File: src/rtl/anna_pkg.sv
// Shared constants, types and sequencer state encoding for the ANNA register-file access path.
package anna_pkg;

    localparam int WORD_SIZE = 16;
    localparam int REG_COUNT = 8;
    localparam int ADDR_SIZE = $clog2(REG_COUNT);

    typedef logic [ADDR_SIZE-1:0] reg_addr_t;
    typedef logic [WORD_SIZE-1:0] word_t;

    typedef enum logic [1:0] {
        IDLE    = 2'd0,
        RD_WAIT = 2'd1,
        OP_HOLD = 2'd2
    } seq_state_t;

endpackage

File: src/rtl/rf_arbiter.sv
// Port-1 arbitration between operand reads and writeback, with a bounded starvation counter for reads.
module rf_arbiter #(
    parameter int STARVE_LIMIT = 4
) (
    input  logic clk,
    input  logic reset,
    input  logic in_idle,
    input  logic req_valid,
    input  logic wb_valid,
    output logic rd_grant,
    output logic wr_grant
);

    localparam int CNT_W = $clog2(STARVE_LIMIT + 2);
    localparam logic [CNT_W-1:0] LIMIT = CNT_W'(STARVE_LIMIT);

    logic [CNT_W-1:0] starve_cnt;
    logic             starved;
    logic             contended;

    always_comb begin
        starved   = (starve_cnt == LIMIT);
        contended = in_idle && req_valid && wb_valid;
        rd_grant  = !reset && in_idle && req_valid && (!wb_valid || starved);
        wr_grant  = !reset && wb_valid && !rd_grant;
    end

    // Counts writeback wins over a waiting read; saturates at the limit, never wraps.
    always_ff @(posedge clk) begin
        if (reset) begin
            starve_cnt <= '0;
        end else if (rd_grant) begin
            starve_cnt <= '0;
        end else if (contended && !starved) begin
            starve_cnt <= starve_cnt + CNT_W'(1);
        end
    end

endmodule

File: src/rtl/regfile_access_sequencer.sv
// Register-file initiator: issues operand reads and writeback writes on the shared port and
// hands captured operands to execute over valid/ready.
module regfile_access_sequencer #(
    parameter int REG_COUNT    = anna_pkg::REG_COUNT,
    parameter int ADDR_SIZE    = $clog2(REG_COUNT),
    parameter int WORD_SIZE    = anna_pkg::WORD_SIZE,
    parameter int STARVE_LIMIT = 4
) (
    input  logic                 clk,
    input  logic                 reset,
    input  logic                 req_valid,
    output logic                 req_ready,
    input  logic [ADDR_SIZE-1:0] req_rs1,
    input  logic [ADDR_SIZE-1:0] req_rs2,
    input  logic                 req_need1,
    input  logic                 req_need2,
    input  logic                 wb_valid,
    output logic                 wb_ready,
    input  logic [ADDR_SIZE-1:0] wb_rd,
    input  logic [WORD_SIZE-1:0] wb_data,
    output logic                 op_valid,
    input  logic                 op_ready,
    output logic [WORD_SIZE-1:0] op_a,
    output logic [WORD_SIZE-1:0] op_b,
    output logic                 rf_r_en1,
    output logic                 rf_r_en2,
    output logic                 rf_w_en,
    output logic [ADDR_SIZE-1:0] rf_reg1,
    output logic [ADDR_SIZE-1:0] rf_reg2,
    output logic [WORD_SIZE-1:0] rf_w_data,
    input  logic [WORD_SIZE-1:0] rf_r_data1,
    input  logic [WORD_SIZE-1:0] rf_r_data2
);

    import anna_pkg::*;

    seq_state_t state;
    seq_state_t state_nxt;

    logic rd_grant;
    logic wr_grant;
    logic need1_q;
    logic need2_q;
    logic zero1_q;
    logic zero2_q;

    function automatic logic [WORD_SIZE-1:0] operand_sel(
        input logic                 need,
        input logic                 is_r0,
        input logic [WORD_SIZE-1:0] data
    );
        return (need && !is_r0) ? data : '0;
    endfunction

    rf_arbiter #(
        .STARVE_LIMIT(STARVE_LIMIT)
    ) u_arbiter (
        .clk      (clk),
        .reset    (reset),
        .in_idle  (state == IDLE),
        .req_valid(req_valid),
        .wb_valid (wb_valid),
        .rd_grant (rd_grant),
        .wr_grant (wr_grant)
    );

    always_ff @(posedge clk) begin
        if (reset) begin
            state <= IDLE;
        end else begin
            state <= state_nxt;
        end
    end

    always_comb begin
        state_nxt = state;
        case (state)
            IDLE:    if (rd_grant) state_nxt = RD_WAIT;
            RD_WAIT: state_nxt = OP_HOLD;
            OP_HOLD: if (op_valid && op_ready) state_nxt = IDLE;
            default: state_nxt = IDLE;
        endcase
    end

    // Grants are already suppressed during reset, so every port output falls to 0 then.
    always_comb begin
        req_ready = 1'b0;
        wb_ready  = 1'b0;
        rf_r_en1  = 1'b0;
        rf_r_en2  = 1'b0;
        rf_w_en   = 1'b0;
        rf_reg1   = '0;
        rf_reg2   = '0;
        rf_w_data = '0;
        if (rd_grant) begin
            req_ready = 1'b1;
            rf_r_en1  = req_need1;
            rf_r_en2  = req_need2;
            rf_reg1   = req_rs1;
            rf_reg2   = req_rs2;
        end else if (wr_grant) begin
            wb_ready  = 1'b1;
            rf_w_en   = (wb_rd != '0);
            rf_reg1   = wb_rd;
            rf_w_data = wb_data;
        end
    end

    // Issue stage: remember what the outstanding read actually needs.
    always_ff @(posedge clk) begin
        if (reset) begin
            need1_q <= 1'b0;
            need2_q <= 1'b0;
            zero1_q <= 1'b0;
            zero2_q <= 1'b0;
        end else if (rd_grant) begin
            need1_q <= req_need1;
            need2_q <= req_need2;
            zero1_q <= (req_rs1 == '0);
            zero2_q <= (req_rs2 == '0);
        end
    end

    // Capture stage: registered read data is valid during RD_WAIT.
    always_ff @(posedge clk) begin
        if (reset) begin
            op_valid <= 1'b0;
            op_a     <= '0;
            op_b     <= '0;
        end else if (state == RD_WAIT) begin
            op_valid <= 1'b1;
            op_a     <= operand_sel(need1_q, zero1_q, rf_r_data1);
            op_b     <= operand_sel(need2_q, zero2_q, rf_r_data2);
        end else if (state == OP_HOLD && op_valid && op_ready) begin
            op_valid <= 1'b0;
        end
    end

endmodule

File: config.mk
export PLATFORM = sky130hd
export DESIGN_NAME = regfile_access_sequencer
export DESIGN_NICKNAME = d
export VERILOG_FILES = /design/src/rtl/anna_pkg.sv /design/src/rtl/rf_arbiter.sv /design/src/rtl/regfile_access_sequencer.sv
export SDC_FILE = /design/constraint.sdc
export NUM_CORES = 1
export LEC_CHECK = 0
export ABC_AREA = 0
export BUFFER_PORTS_ARGS = -buffer_cell sky130_fd_sc_hd__clkbuf_2
export CAP_MARGIN = 20
export CORE_MARGIN = 2
export CORE_UTILIZATION = 35
export CTS_CLUSTER_DIAMETER = 60
export DETAILED_ROUTE_END_ITERATION = 12
export GPL_TIMING_DRIVEN = 0
export PLACE_DENSITY = 0.71
export SLEW_MARGIN = 20
export SYNTH_ARGS = -nofsm -noshare
export SYNTH_HDL_FRONTEND = slang
export SYNTH_HIERARCHICAL = 1
export SYNTH_SLANG_ARGS = --single-unit
File: constraint.sdc
create_clock -name clk -period 2.5 [get_ports clk]
set_clock_uncertainty 0.05 [all_clocks]
set_input_delay 0.5 -clock clk [delete_from_list [all_inputs] [get_ports clk]]
set_output_delay 0.5 -clock clk [all_outputs]
set_load 0.05 [all_outputs]
==> summary.md <==
| Metric | Value |
|---|---|
| Status | complete, but fails checks |
| Failing checks | setup timing |
| Ant. Diodes | 0 |
| Final worst slack | -0.0827 ns |
| H-tree levels | 2 |
| Worst Path Arrival | 2.03 ns |
| Commonest non-fill, non-tap cell in the layout | clkbuf_2 |
| Max incr delay on CP | 0.35 ns |
| Drt drc | 0 |
| Area of the die | 5300 sq um |
| DRT met1 WL | 2110 um |
| Core footprint | 4630 sq um |
| CTS buffer count | 5 |
| Cell area after synthesis | 1660 sq um |
| Yosys reg bits | 42 |
| Fin crit share | 103% |
| Initial DRC count | 37 |
| TritonRoute pass-1 iters | 6 |
| Chip height | 72.8 um |
| Fin nets | 363 |
| Pwr/cell area | 499 nW/um^2 |
| Global-route wire length before repair | 7980 um |
| Hold WC Path Type | input port to flop |
| Crit path kind | flop to primary output |
| Hold Fails Final Rpt | 0 |
| Clock Latency Late Sink | 0.30 ns |
| Critical path required time | 1.95 ns |
| Avg WL per Cell | 16.0 um |
| Placed cell area | 2360 sq um |
| Vias/cell | 4.98 |
| Asr flop ratio synth | 0% |
| Row count | 25 |
| Seq/Total Area, Yosys | 50.8% |
| Ys Warns | 6 |
| Leakage power | 1.48 nW |
| Largest net degree at the start of global routing | 15 |
| Number of enable flip-flop cells after synthesis | 0 |
| Worst Setup End Kind | primary output |
| CP Launch Type | flop |
| Worst-path maximum fanout | 5 |
| Die X | 72.8 um |
| Fmax | 387 MHz |
| Post-layout min period | 2.58 ns |
| Via count | 1753 |
| Final setup fails | 20 |
| Avg Inst Size Synth | 10.7 sq um |
| Slew HR | 75.4% |
| WL met2 | 2800 um |
| Max layer used | met4 |
| Vias in the first global route | 1682 |
| Met3 wire length | 569 um |
| Gr ovfl total | 0 |
| Worst-margin pin slew | 0.364 ns |
| Dpl hpwl | 3370 um |
| CP max stage cell | dfxtp_2 |
| Clock Pin Slew Worst Setup and Hold Paths | 0.08 ns |
| Synthesized Nets | 221 |
| Routed Antenna Nets | 0 |
| Routed WL | 5650 um |
| CTS Sinks | 42 |
| RSZ-0062 raised after global routing | true |
| I/O pin cnt | 124 |
| Synth Instances | 155 |
| Area growth syn-to-layout | 83.7% |
| Top_reg_cell synth | dfxtp_1 |
| Crit-path cells | inv_2, ha_4, a21boi_2, nor2_1, nor3b_2, nor2b_4, buf_4, a22o_1, buf_6 |
| Initial antenna violation count | 0 |
| CTS Hold Bufs | 0 |
| Max-slew violation count | 0 |
| Max Cap Viol | 0 |
| Commonest cells after routing, fill and taps aside | clkbuf_2 (97), dfxtp_1 (39), a22o_1 (34) |
| Yosys cell types | 31 |
| Total chip power | 1.52 mW |
| Layout cell share with drive strength beyond 1 | 62.1% |
| IO buf count | 123 |
| Initial Util | 35.8% |
| Routability cong. | 0.723 |
| Max VDD drop | 0.266 mV |
| Worst-case clock buffer depth | 2 |
| CTS root buf | clkbuf_8 |
| CTS tree | done |
| Total GRT Usage | 20.0% |
| Fin area | 3040 sq um |
[per-stage QoR]
step	setup WS, ns	hold WS [ns]	setup TNS, ns	std cells	util (%)
2_1_floorplan	0.0227	0.389	0	155	-
3_3_place_gp	-0.212	0.406	-2.79	332	51.1
3_5_place_dp	-0.190	0.407	-2.33	332	51.1
4_1_cts	-0.0293	0.342	-0.169	348	64.0
5_1_grt	-0.176	0.356	-2.58	352	65.7
6_report	-0.0827	0.349	-0.691	352	65.7
[report_power, final]
group | switching, mW | internal (mW)
clock | 0.245 | 0.299
combinational | 0.152 | 0.142
sequential | 0.00416 | 0.674
total | 0.401 | 1.12
[final timing paths]
| check | start | endpoint | slack, ns | cells past startpoint |
|---|---|---|---|---|
| setup / recovery | u_arbiter/starve_cnt[1] | rf_reg1[2] | -0.08 | 9 |
| hold / removal | op_ready | op_valid | 0.35 | 2 |
| setup reg to reg | u_arbiter/starve_cnt[1] | zero2_q | 0.62 | 10 |
| hold reg to reg | op_b[10] | op_b[10] | 0.43 | 1 |
[flip-flops by register name (all words and copies together), names as in the netlist]
name                  cells
op_valid                  1
need1_q                   1
zero2_q                   1
zero1_q                   1
state                     2
need2_q                   1
op_a                     16
u_arbiter/starve_cnt      3
op_b                     16
[repair_timing]
action | 4_1_cts | 5_1_grt
buffers inserted | 6 | 3
pin swaps | 19 | 6
endpoints found under the setup margin | 23 | 26
cloned | 2 | 1
resized for setup | 86 | 33
[worst max-delay path: cells and delay by family, from the launching register on]
kind	cells	cell delay (ns)
AND/OR/NAND/NOR	3	0.55
buffers and inverters	3	0.39
flip-flops	1	0.35
AO/OA/AOI/OAI	2	0.29
adder cells (fa/ha/maj)	1	0.15
[final cells by class]
type,instances,area (sq um)
well taps,54,67.6
clock buffers,5,68.8
fillers,344,1590
repair buffers,135,1080
flip-flops and latches,42,845
clock inverters,3,43.8
inverters,3,11.3
multi-input cells,100,816
plain buffers,10,104
[kinds of logic after synthesis]
logic type,Yosys count,synth area share (%)
DFF,42,50.8
and+or+nand+nor,51,19.8
AOI/OAI and AO/OA,47,22.7
buffers and inverters,13,5.22
adders and majority gates,2,1.51
[synth_stat cells (2+ instances only)]
master    number  area (sq um)
dfxtp_1       42           841
a22o_1        34           298
and2_1        21           131
a21oi_1        9          45.0
nor2_1         9          33.8
buf_2          5          25.0
inv_1          3          11.3
nand2_1        3          11.3
buf_6          2          22.5
clkbuf_1       2          7.51
ha_1           2          25.0
nand4_1        2          12.5
nor3b_1        2          15.0
nor4b_1        2          17.5
[layer usage]
metal  track usage [%]  up-vias
li1                  -      851
met1              21.0      779
met2              35.4      105
met3              8.29       18
met4              7.61        0
met5                 0        -
No activity file was read; power rests on OpenSTA's default activity.
